## config.mk

```make
export PLATFORM = sky130hd
export DESIGN_NAME = mem_arbiter_flat
export DESIGN_NICKNAME = d
export VERILOG_FILES = /design/src/rtl/mem_arbiter_if.sv /design/src/rtl/mem_arbiter.sv /design/src/flat_wrapper.sv
export SDC_FILE = /design/constraint.sdc
export NUM_CORES = 1
export LEC_CHECK = 0
export CAP_MARGIN = 5
export CORE_UTILIZATION = 38
export CTS_CLUSTER_SIZE = 28
export DETAILED_ROUTE_END_ITERATION = 10
export GPL_TIMING_DRIVEN = 0
export PLACE_DENSITY = 0.9
export SKIP_CTS_REPAIR_TIMING = 1
export SLEW_MARGIN = 20
export SYNTH_ARGS = -nofsm -noshare
export SYNTH_HDL_FRONTEND = slang
export SYNTH_SLANG_ARGS = --single-unit
```

## constraint.sdc

```tcl
create_clock -name clk -period 8.75 [get_ports clk]
set_input_delay 2.1875 -clock clk [delete_from_list [all_inputs] [get_ports clk]]
set_output_delay 2.1875 -clock clk [all_outputs]
set_load 0.02 [all_outputs]
```

## src/rtl/mem_arbiter_if.sv

```systemverilog
// mem_arbiter_if
// Bundles the two requester channels and the memory-side bus of the arbiter.
//   r0_*      : CPU requester (req/we/addr/wdata in, ack/rdata out)
//   r1_*      : program-loader/debug requester, same fields as r0
//   mem_*     : single memory port (en/we/addr/wdata out, rdata in)
// Modports:
//   slave  : the arbiter itself
//   master : the environment (requesters plus memory)
// N must match the N of the mem_arbiter instance it is connected to.
interface mem_arbiter_if #(
    parameter int N = 32
);
    logic         r0_req;
    logic         r0_we;
    logic [N-1:0] r0_addr;
    logic [N-1:0] r0_wdata;
    logic         r0_ack;
    logic [N-1:0] r0_rdata;

    logic         r1_req;
    logic         r1_we;
    logic [N-1:0] r1_addr;
    logic [N-1:0] r1_wdata;
    logic         r1_ack;
    logic [N-1:0] r1_rdata;

    logic         mem_en;
    logic         mem_we;
    logic [N-1:0] mem_addr;
    logic [N-1:0] mem_wdata;
    logic [N-1:0] mem_rdata;

    modport slave (
        input  r0_req, r0_we, r0_addr, r0_wdata,
        output r0_ack, r0_rdata,
        input  r1_req, r1_we, r1_addr, r1_wdata,
        output r1_ack, r1_rdata,
        output mem_en, mem_we, mem_addr, mem_wdata,
        input  mem_rdata
    );

    modport master (
        output r0_req, r0_we, r0_addr, r0_wdata,
        input  r0_ack, r0_rdata,
        output r1_req, r1_we, r1_addr, r1_wdata,
        input  r1_ack, r1_rdata,
        input  mem_en, mem_we, mem_addr, mem_wdata,
        output mem_rdata
    );
endinterface

```

## src/rtl/mem_arbiter.sv

```systemverilog
// mem_arbiter
// Two-requester arbiter in front of a single fixed-latency memory port.
// One access at a time: IDLE picks a winner and latches its fields, ISSUE
// strobes the memory for one cycle, WAIT counts out MEM_LAT cycles and
// captures read data, RESP pulses the owner's ack for one cycle.
// Ports:
//   clk   : clock, rising edge
//   rst   : asynchronous, active-high reset
//   bus   : mem_arbiter_if.slave (requester channels and memory port)
//   owner : requester being served (0 when idle)
//   busy  : high in every state except IDLE
// Parameters:
//   N       : data/address width
//   MEM_LAT : cycles from mem_en to valid mem_rdata, 1..4
// Configuration macro:
//   ROUND_ROBIN_EN : when defined, simultaneous requests alternate between
//                    requesters; when undefined, r0 always wins a tie.
module mem_arbiter #(
    parameter int N       = 32,
    parameter int MEM_LAT = 1
) (
    input  logic         clk,
    input  logic         rst,
    mem_arbiter_if.slave bus,
    output logic         owner,
    output logic         busy
);

    typedef enum logic [1:0] {
        IDLE  = 2'd0,
        ISSUE = 2'd1,
        WAIT  = 2'd2,
        RESP  = 2'd3
    } state_t;

    localparam logic [2:0] LAT_INIT = 3'(MEM_LAT);

    state_t       state;
    state_t       next_state;

    logic         any_req;
    logic         grant_r1;
    logic         last_count;

    logic         lat_we;
    logic [N-1:0] lat_addr;
    logic [N-1:0] lat_wdata;
    logic [N-1:0] rdata;
    logic [2:0]   count;

`ifdef ROUND_ROBIN_EN
    // Remembers who was granted last; reset value 0 makes r1 the favourite
    // for the first tie after reset.
    logic         last_r1;
`endif

    // Winner selection for the current IDLE cycle. A lone request always
    // wins; only a tie consults the priority scheme.
    always_comb begin
        any_req = bus.r0_req | bus.r1_req;
`ifdef ROUND_ROBIN_EN
        grant_r1 = bus.r1_req & (~bus.r0_req | ~last_r1);
`else
        grant_r1 = bus.r1_req & ~bus.r0_req;
`endif
    end

    // Treat a count of 0 like 1 so a corrupted counter can never park the
    // FSM in WAIT.
    assign last_count = (count <= 3'd1);

    always_ff @(posedge clk or posedge rst) begin
        if (rst) begin
            state <= IDLE;
        end else begin
            state <= next_state;
        end
    end

    always_comb begin
        next_state = state;
        case (state)
            IDLE:    if (any_req) next_state = ISSUE;
            ISSUE:   next_state = WAIT;
            WAIT:    if (last_count) next_state = RESP;
            RESP:    next_state = IDLE;
            default: next_state = IDLE;
        endcase
    end

    // Request fields are latched at grant so the memory sees stable values
    // even if the requester misbehaves; the latched address/data also stay
    // on mem_addr/mem_wdata between accesses. Read data is captured on the
    // last WAIT cycle for writes too; that value is simply ignored.
    always_ff @(posedge clk or posedge rst) begin
        if (rst) begin
            lat_we    <= 1'b0;
            lat_addr  <= '0;
            lat_wdata <= '0;
            owner     <= 1'b0;
            count     <= 3'd0;
            rdata     <= '0;
        end else begin
            case (state)
                IDLE: begin
                    if (any_req) begin
                        owner     <= grant_r1;
                        lat_we    <= grant_r1 ? bus.r1_we    : bus.r0_we;
                        lat_addr  <= grant_r1 ? bus.r1_addr  : bus.r0_addr;
                        lat_wdata <= grant_r1 ? bus.r1_wdata : bus.r0_wdata;
                    end
                end
                ISSUE: begin
                    count <= LAT_INIT;
                end
                WAIT: begin
                    count <= count - 3'd1;
                    if (last_count) begin
                        rdata <= bus.mem_rdata;
                    end
                end
                RESP: begin
                    owner <= 1'b0;
                end
                default: begin
                    owner <= 1'b0;
                end
            endcase
        end
    end

`ifdef ROUND_ROBIN_EN
    always_ff @(posedge clk or posedge rst) begin
        if (rst) begin
            last_r1 <= 1'b0;
        end else if (state == IDLE && any_req) begin
            last_r1 <= grant_r1;
        end
    end
`endif

    // Strobes and acks decode straight from the state register, so an
    // asynchronous reset drops them without waiting for a clock edge.
    always_comb begin
        bus.mem_en = 1'b0;
        bus.mem_we = 1'b0;
        bus.r0_ack = 1'b0;
        bus.r1_ack = 1'b0;
        busy       = (state != IDLE);
        case (state)
            ISSUE: begin
                bus.mem_en = 1'b1;
                bus.mem_we = lat_we;
            end
            RESP: begin
                bus.r0_ack = ~owner;
                bus.r1_ack = owner;
            end
            default: begin
            end
        endcase
    end

    assign bus.mem_addr  = lat_addr;
    assign bus.mem_wdata = lat_wdata;
    assign bus.r0_rdata  = rdata;
    assign bus.r1_rdata  = rdata;

endmodule

```

## src/flat_wrapper.sv

```systemverilog
// flat-port wrapper written by rule: the top's interface ports become plain ports
module mem_arbiter_flat 
#(
    parameter int N       = 32,
    parameter int MEM_LAT = 1
)
  (clk, rst, owner, busy, bus_r0_req, bus_r0_we, bus_r0_addr, bus_r0_wdata, bus_r0_ack, bus_r0_rdata, bus_r1_req, bus_r1_we, bus_r1_addr, bus_r1_wdata, bus_r1_ack, bus_r1_rdata, bus_mem_en, bus_mem_we, bus_mem_addr, bus_mem_wdata, bus_mem_rdata);
  mem_arbiter_if #(.N(N)) bus_i ();
  input  logic clk;
  input  logic rst;
  output logic owner;
  output logic busy;
  input wire logic [$bits(bus_i.r0_req)-1:0] bus_r0_req;
  input wire logic [$bits(bus_i.r0_we)-1:0] bus_r0_we;
  input wire logic [$bits(bus_i.r0_addr)-1:0] bus_r0_addr;
  input wire logic [$bits(bus_i.r0_wdata)-1:0] bus_r0_wdata;
  output wire logic [$bits(bus_i.r0_ack)-1:0] bus_r0_ack;
  output wire logic [$bits(bus_i.r0_rdata)-1:0] bus_r0_rdata;
  input wire logic [$bits(bus_i.r1_req)-1:0] bus_r1_req;
  input wire logic [$bits(bus_i.r1_we)-1:0] bus_r1_we;
  input wire logic [$bits(bus_i.r1_addr)-1:0] bus_r1_addr;
  input wire logic [$bits(bus_i.r1_wdata)-1:0] bus_r1_wdata;
  output wire logic [$bits(bus_i.r1_ack)-1:0] bus_r1_ack;
  output wire logic [$bits(bus_i.r1_rdata)-1:0] bus_r1_rdata;
  output wire logic [$bits(bus_i.mem_en)-1:0] bus_mem_en;
  output wire logic [$bits(bus_i.mem_we)-1:0] bus_mem_we;
  output wire logic [$bits(bus_i.mem_addr)-1:0] bus_mem_addr;
  output wire logic [$bits(bus_i.mem_wdata)-1:0] bus_mem_wdata;
  input wire logic [$bits(bus_i.mem_rdata)-1:0] bus_mem_rdata;
  assign bus_i.r0_req = bus_r0_req;
  assign bus_i.r0_we = bus_r0_we;
  assign bus_i.r0_addr = bus_r0_addr;
  assign bus_i.r0_wdata = bus_r0_wdata;
  assign bus_r0_ack = bus_i.r0_ack;
  assign bus_r0_rdata = bus_i.r0_rdata;
  assign bus_i.r1_req = bus_r1_req;
  assign bus_i.r1_we = bus_r1_we;
  assign bus_i.r1_addr = bus_r1_addr;
  assign bus_i.r1_wdata = bus_r1_wdata;
  assign bus_r1_ack = bus_i.r1_ack;
  assign bus_r1_rdata = bus_i.r1_rdata;
  assign bus_mem_en = bus_i.mem_en;
  assign bus_mem_we = bus_i.mem_we;
  assign bus_mem_addr = bus_i.mem_addr;
  assign bus_mem_wdata = bus_i.mem_wdata;
  assign bus_i.mem_rdata = bus_mem_rdata;
  mem_arbiter #(.N(N), .MEM_LAT(MEM_LAT)) u_core (.clk(clk), .rst(rst), .bus(bus_i), .owner(owner), .busy(busy));
endmodule
```

# Word-level counts from Yosys, hierarchy flattened

Index checks and enable logic that the tools add are counted.

Logic and storage cells: 39
Output and inout bits: 134
Register bits after elaboration: 103
Input port bits: 166

$add $sub $neg: 1
Order comparisons: 1
Reduce and logical (&&, ||, !) cells: 8
Eq/ne operators: 5
Muxes and demuxes: 13
Bitwise logic cells: 4

Operator list:

| operator            | count |
|---|---|
| $mux 32             | 2 |
| $pmux 2 s4          | 1 |
| $reduce_and 2->1    | 4 |
| $mux 1              | 6 |
| $pmux 3 s2          | 1 |
| $reduce_bool 2->1   | 3 |
| $eq 2x2->1 const B  | 2 |
| $mux 2              | 2 |
| $ne 2x1->1 const B  | 2 |
| $le 3x1->1 const B  | 1 |
| $sub 3x1->3 const B | 1 |
| $eq 2x1->1 const B  | 1 |
| $logic_not 2->1     | 1 |
| $not 1->1           | 2 |
| $pmux 1 s2          | 1 |
| $and 1x1->1         | 1 |
| $or 1x1->1          | 1 |

# Longest topological paths before layout

Gate-level depths: netlist of run 1.

Word-level depth: 4
Mapped depth: 7
Gate-level depth less buffers: 5

# Least setup slack after synthesis of run 1

No wires, ideal clock.

Path kind: reg-to-output
From: reg u_core.state[1]
To: out bus_mem_we
Path buffers: 0
Arrival: 1029 ps
Setup slack: 5533 ps
Stages on the path, launching flop included: 4
Cell sequence: dfrtp_1 > inv_1 > ha_1 > and2_1

Word-level cells in the longest chain between the ends: 2

Ends and longest elaborated chain:

| what                   | line               | RTL |
|---|---|---|
| from (decl)            | mem_arbiter.sv:38  | `state_t state;` |
| from (signal assigned) | mem_arbiter.sv:76  | `state <= next_state;` |
| $eq 2x1->1             | mem_arbiter.sv:150 | `case (state)` |
| $mux 1                 | mem_arbiter.sv:150 |  |
| to (decl)              | flat_wrapper.sv:26 | `output wire logic [$bits(bus_i.mem_we)-1:0] bus_mem_we;` |

No other way between the ends.

# Worst setup path in the final report of run 1

Ends and elaborated chain as after synthesis.

==> impl_metrics.toml, run 1 <==
[cts]
path_clk_slew_ns = 0.07
cts_sinks = 103
cts_tree = "built"
root_buffer = "clkbuf_16"
insertion_delay_ns = 0.33
cts-htree-levels = 3
cts_buffers = 9
cts.path.max_buffers = 2

[route]
num_vias = 4355
viasPerCell = 4.775
wl_per_cell_um = 17.29
drt_pass1_iterations = 4
route.detailed.drc = 0
drt_iter0_drc = 157
routed_wl_um = 15770
antenna_left = 0

[power_and_ir_drop]
p_clk_share_pct = 12.4
p_sw_share_pct = 38.79
intPower_mw = 1.928
ir_drop_v = 0.0002029
combPwrFrac_pct = 59.7
power_frac_seq_pct = 27.9
p_leak_nw = 3.977
power_density_mw_per_mm2 = 367.1
p_switching_mw = 1.222

[placement]
gp_congestion = 0.8273
port_buffers = 299
dp_hpwl_um = 12650
dp_slack_ns = 4.895

[floorplan]
fp.dieH_um = 117.4
fp.dieW_um = 117.4
die_area_mm2 = 0.01377
rows = 41
io_pins = 300
coreArea_mm2 = 0.01277
start_util_pct = 39.58

[critical_path]
crit_family = "buffers and inverters"
slowest_stage = "clkdlybuf4s50_1"
crit_buf_inv = 2
crit_arrival_ns = 1.85
end_kind = "output pin"
reg2reg_from = "u_core.state[0]$_DFFE_PP0P_"
crit_end = "bus_mem_we"
critPathMaxFanout = 5
cpPeakStageDelay_ns = 0.61
start_kind = "flop"
critPathRequiredTime_ns = 6.56
crit_start = "u_core.state[1]$_DFFE_PP0P_"
path_cells = "inv_1 -> ha_1 -> and2_1 -> clkdlybuf4s50_1"
r2r-end = "u_core.bus.r0_rdata[23]$_DFFE_PP0P_"
r2r_slack_ns = 6.94
reg2reg_depth = 6
path_class = "reg2out"
crit_cells = 4

[timing]
layout_min_cycle_time_ns = 4.035
min_period_over_period_pct = 46.12
clock.fmax_mhz = 247.8
tns_ns = 0
rsz0062_at_grt = "false"
maxSlewViolCount = 0
finalSetupViolCount = 0
worst_pin_slew_ns = 0.5061
hold_viol = 0
finalWorstSetupSlack_ns = 4.715
skew_ns = 0.007438
slew_headroom_pct = 66.26

[logic_synthesis]
synth_area_per_cell_um2 = 11.90
yosysSeqAreaShare_pct = 50.98
synth.distinct_cells = 28
ys_seq_elements = 103
yosysWarnings = 0
syn-num-nets = 598
synth.cell_area_mm2 = 0.005056
netlist_instances = 425

[cells_and_area]
area_delta_synth_final_pct = 69.66
drive_above_1_share_pct = 13.11
nNetsFinal = 909
n_antenna_cell = 0
nFillCells = 920

[grt]
grt_antenna_before_repair = 0
grt_pass1_wl_um = 24690
grt_max_degree = 64
overflow = 0
grt_usage_pct = 22.73
grt_pass1_vias = 4716

[min_path]
min_path_type = "reg2reg"

[outcome]
status = "completed"

[job]
cap_violations = 0
-- layout make-up --
type,instances,area [um^2],share of cell area (%)
flip-flops and latches,103,2577,30.05
multi-input cells,257,1944,22.67
inverters,8,35.03,0.4084
clock buffers,12,236.5,2.757
plain buffers,57,504.2,5.878
well taps,172,215.2,2.509
repair buffers,300,3020,35.21
clock inverters,3,45.04,0.5251
-- kinds of logic after synthesis --
family                   after synthesis  share of synthesized area [%]
buffers and inverters                 65                          10.57
flip-flops                           103                          50.98
AND/OR/NAND/NOR                       78                          6.434
multiplexers                          99                          22.64
adder cells (fa/ha/maj)                7                          1.732
AO/OA/AOI/OAI                         73                          7.647
-- synthesized netlist by cell type --
master,n,share of area (%)
o21ai_1,65,6.4
buf_12,9,3.6
nand3b_1,2,0.30
o32a_1,1,0.20
o21a_1,2,0.30
dfrtp_1,103,51
nand2_1,66,4.9
buf_6,1,0.22
and3_1,1,0.12
o311ai_1,1,0.17
nand3_1,1,0.099
mux2_1,3,0.67
o21ai_0,2,0.20
inv_1,8,0.59
mux2_4,30,8.9
o2bb2ai_1,1,0.17
buf_4,34,5.0
ha_1,7,1.7
o21ai_2,1,0.17
nor2_1,2,0.15
buf_2,7,0.69
nor2b_1,1,0.12
nor3b_1,1,0.15
clkbuf_1,6,0.45
nand2b_2,1,0.17
mux2i_1,66,13
and2_1,2,0.25
nand4b_1,1,0.17
-- worst reg2reg max path: cells and delay by family, from the launching register on --
| family | cells | cell delay (ns) |
|---|---|---|
| flip-flops | 1 | 0.44 |
| AND/OR/NAND/NOR | 1 | 0.21 |
| adder cells (fa/ha/maj) | 1 | 0.28 |
| buffers and inverters | 3 | 0.44 |
| multiplexers | 1 | 0.31 |
-- layout by cell type (no fill, tap or decap), types with 3 or more instances in the layout --
master           count
clkdlybuf4s50_1    299
dfrtp_1            103
mux2i_1             66
nand2_1             66
o21ai_1             65
buf_4               34
mux2_4              30
buf_12               9
clkbuf_1             9
clkbuf_16            9
buf_2                7
inv_1                7
ha_1                 7
mux2_1               3
-- power groups by stage --
stage | clock (mW) | sequential, mW | combinational, mW
final | 0.389 | 0.879 | 1.88
after global routing | 0.418 | 0.906 | 1.98
after CTS | 0.396 | 0.879 | 1.90
after detailed placement | 0 | 0.884 | 1.89
after global placement | 0 | 0.868 | 1.83
after floorplan | 0 | 1.13 | 0.775
-- worst min path at each step --
stage / from / to / slack, ns / depth (start not counted)
2_1_floorplan: u_core.lat_we$_DFFE_PP0P_ / u_core.lat_we$_DFFE_PP0P_ / 0.45 / 2
3_3_place_gp: u_core.bus.mem_wdata[25]$_DFFE_PP0P_ / u_core.bus.mem_wdata[25]$_DFFE_PP0P_ / 0.47 / 2
3_5_place_dp: u_core.bus.mem_wdata[9]$_DFFE_PP0P_ / u_core.bus.mem_wdata[9]$_DFFE_PP0P_ / 0.48 / 2
4_1_cts: u_core.bus.mem_wdata[2]$_DFFE_PP0P_ / u_core.bus.mem_wdata[2]$_DFFE_PP0P_ / 0.49 / 2
5_1_grt: u_core.bus.mem_wdata[17]$_DFFE_PP0P_ / u_core.bus.mem_wdata[17]$_DFFE_PP0P_ / 0.51 / 2
6_report: u_core.bus.mem_addr[7]$_DFFE_PP0P_ / u_core.bus.mem_addr[7]$_DFFE_PP0P_ / 0.48 / 2
-- per-stage QoR --
| stage | instances | instance area (um^2) | utilization [%] | total power [mW] | hold slack, ns |
|---|---|---|---|---|---|
| after CTS | 912 | 8578 | 67.16 | 3.173 | 0.4902 |
| final | 912 | 8578 | 67.16 | 3.149 | 0.4832 |
| after global placement | 896 | 8264 | 64.70 | 2.701 | 0.4669 |
| after global routing | 912 | 8578 | 67.16 | 3.309 | 0.5119 |
| after floorplan | 425 | 5056 | - | 1.902 | 0.4480 |
| after detailed placement | 897 | 8297 | 64.95 | 2.772 | 0.4752 |
-- state kept, by name, summed over array words and instances (netlist names) --
name / cells
u_core.bus.mem_addr: 32
u_core.bus.mem_wdata: 32
u_core.bus.r0_rdata: 32
u_core.count: 3
u_core.state: 2
u_core.lat_we: 1
u_core.owner: 1
-- routing by layer --
| metal | wire length (um) | track usage, % | share of wire (%) |
|---|---|---|---|
| met5 | 0 | 0 | 0 |
| met3 | 950 | 4.767 | 6.0 |
| met1 | 6048 | 25.04 | 38 |
| met2 | 8359 | 42.31 | 53 |
| met4 | 408 | 8.766 | 2.6 |
(Power assumes the default switching activity.)
==> run 2: changes to the inputs <==
- clock period: 8.75 -> 3.93 ns (I/O delays scaled with it)
==> results of run 2 <==
Same layout as run 1 (identical final DEF). Status: completed.
Among the figures that moved: setup slack after placement 4.895 ns -> 1.280 ns; setup slack after layout 4.715 ns -> 1.100 ns; register-to-register setup slack 6.94 ns -> 2.12 ns; total power 3.149 mW -> 7.012 mW; worst IR drop on VDD 0.0002029 V -> 0.0004517 V
==> run 3: changes to the inputs <==
- clock period: 3.93 -> 3 ns (I/O delays scaled with it)
==> impl_metrics.toml, run 3 (synthesis results as in run 1) <==
[outcome]
status = "completed"

[cells_and_area]
final_cell_mix = "299 x clkdlybuf4s50_1, 103 x dfrtp_1, 66 x mux2i_1, 66 x nand2_1, 65 x o21ai_1"
finalInstanceArea_mm2 = 0.008643
area_delta_synth_final_pct = 70.95
drive_above_1_share_pct = 13.59
nNetsFinal = 911
final_common_cell = "clkdlybuf4s50_1"
postLayoutCoreUtil_pct = 67.67
nFillCells = 885
multi_input_area_mm2 = 0.001944
stdcell_count = 915
n_antenna_cell = 0
seq_area_mm2 = 0.002577

[placement]
dp_slack_ns = 0.5502
dp_hpwl_um = 12660
gp_congestion = 0.8207
place_area_mm2 = 0.008328
port_buffers = 299
placed_cells = 899

[cts]
cts_tree = "built"
cts_sinks = 103
cts.path.max_buffers = 2
root_buffer = "clkbuf_16"
insertion_delay_ns = 0.33
cts_buffers = 9
path_clk_slew_ns = 0.07
cts-htree-levels = 3

[floorplan]
rows = 41
die_area_mm2 = 0.01377
fp.dieW_um = 117.4
start_util_pct = 39.58
io_pins = 300
coreArea_mm2 = 0.01277
fp.dieH_um = 117.4

[critical_path]
crit_top_cell = "inv_1"
r2r-end = "u_core.bus.mem_wdata[4]$_DFFE_PP0P_"
slowest_stage = "clkdlybuf4s50_1"
reg2reg_from = "u_core.state[0]$_DFFE_PP0P_"
start_kind = "flop"
critPathMaxFanout = 5
cpPeakStageDelay_ns = 0.61
critPathRequiredTime_ns = 2.25
path_cells = "inv_1 -> ha_1 -> inv_1 -> clkdlybuf4s50_1"
r2r_slack_ns = 1.20
end_kind = "output pin"
crit_arrival_ns = 1.85
path_class = "reg2out"
reg2reg_depth = 6

[timing]
clock.fmax_mhz = 384.6
tns_ns = 0
slew_headroom_pct = 65.84
hold_viol = 0
min_period_over_period_pct = 86.66
maxSlewViolCount = 0
layout_min_cycle_time_ns = 2.600
finalWorstSetupSlack_ns = 0.4002
finalSetupViolCount = 0
worst_pin_slew_ns = 0.5124
skew_ns = 0.007957
rsz0062_at_grt = "false"

[route]
wl_met1_um = 5731
route.detailed.drc = 0
num_vias = 4358
dr_wl_met2_um = 8585
drt_iter0_drc = 137
wl_per_cell_um = 17.04
routed_wl_um = 15590
viasPerCell = 4.763
antenna_left = 0
met3_length_um = 765
highest_layer = "met4"
drt_pass1_iterations = 5

[power_and_ir_drop]
ir_drop_v = 0.0005879
p_leak_nw = 4.013
power_density_mw_per_mm2 = 1073

[grt]
grt_usage_pct = 22.61
grt_max_degree = 34
grt_antenna_before_repair = 0
overflow = 0
grt_pass1_wl_um = 24510
grt_pass1_vias = 4638

[min_path]
hp-start = "u_core.bus.mem_addr[27]$_DFFE_PP0P_"
holdPathEnd = "u_core.bus.mem_addr[27]$_DFFE_PP0P_"
whs_path_depth = 2
min_path_type = "reg2reg"

[job]
cap_violations = 0
[run 3: cell count changes in the layout (fill, tap and decap cells not counted), sizes merged]
cell	delta
clkinvlp	-1
bufinv	+1
clkinv	+3
buf	+2
inv	-1
clkbuf	-1
[run 3: worst max path at each step]
| stage | slack (ns) | from | endpoint | depth (start not counted) |
|---|---|---|---|---|
| finish | 0.40 | u_core.state[0]$_DFFE_PP0P_ | busy | 4 |
| global route | 0.32 | u_core.state[0]$_DFFE_PP0P_ | busy | 4 |
| CTS | 0.38 | u_core.state[0]$_DFFE_PP0P_ | busy | 4 |
| detailed placement | 0.55 | bus_r1_req | u_core.bus.mem_wdata[4]$_DFFE_PP0P_ | 5 |
| global placement | 0.02 | rst | u_core.bus.mem_wdata[3]$_DFFE_PP0P_ | 2 |
| floorplan | 1.02 | rst | u_core.bus.mem_addr[0]$_DFFE_PP0P_ | 1 |
[run 3: routing by layer]
metal / vias up / track usage, %
met1: 2107 / 24.19
met5: - / 0
met3: 35 / 3.453
met2: 167 / 43.12
met4: 0 / 10.47
li1: 2049 / -
[run 3: layout make-up]
class	instances	share of cell area, %
multi-input combinational	257	22.50
buffer	57	5.834
inverter	8	0.3909
sequential	103	29.82
clock inverter	5	0.9554
tap	172	2.490
timing repair buffer	302	35.32
clock buffer	11	2.693
[run 3: critical path, delay by kind of cell (launching register included)]
family / cells / cell delay (ns)
adders and majority gates: 1 / 0.26
buffers and inverters: 3 / 0.82
DFF: 1 / 0.44
[run 3: power by group]
part	total (mW)	internal (mW)	switching (mW)
combinational	5.46	2.90	2.57
clock	1.24	0.734	0.503
sequential	2.58	2.08	0.492
total	9.28	5.71	3.56
[run 3: metrics by stage]
| step | hold WS (ns) | total power [mW] |
|---|---|---|
| 3_5_place_dp | 0.4743 | 8.092 |
| 4_1_cts | 0.4902 | 9.357 |
| 6_report | 0.4858 | 9.276 |
| 5_1_grt | 0.5083 | 9.762 |
| 3_3_place_gp | 0.4691 | 7.871 |
| 2_1_floorplan | 0.4480 | 5.547 |
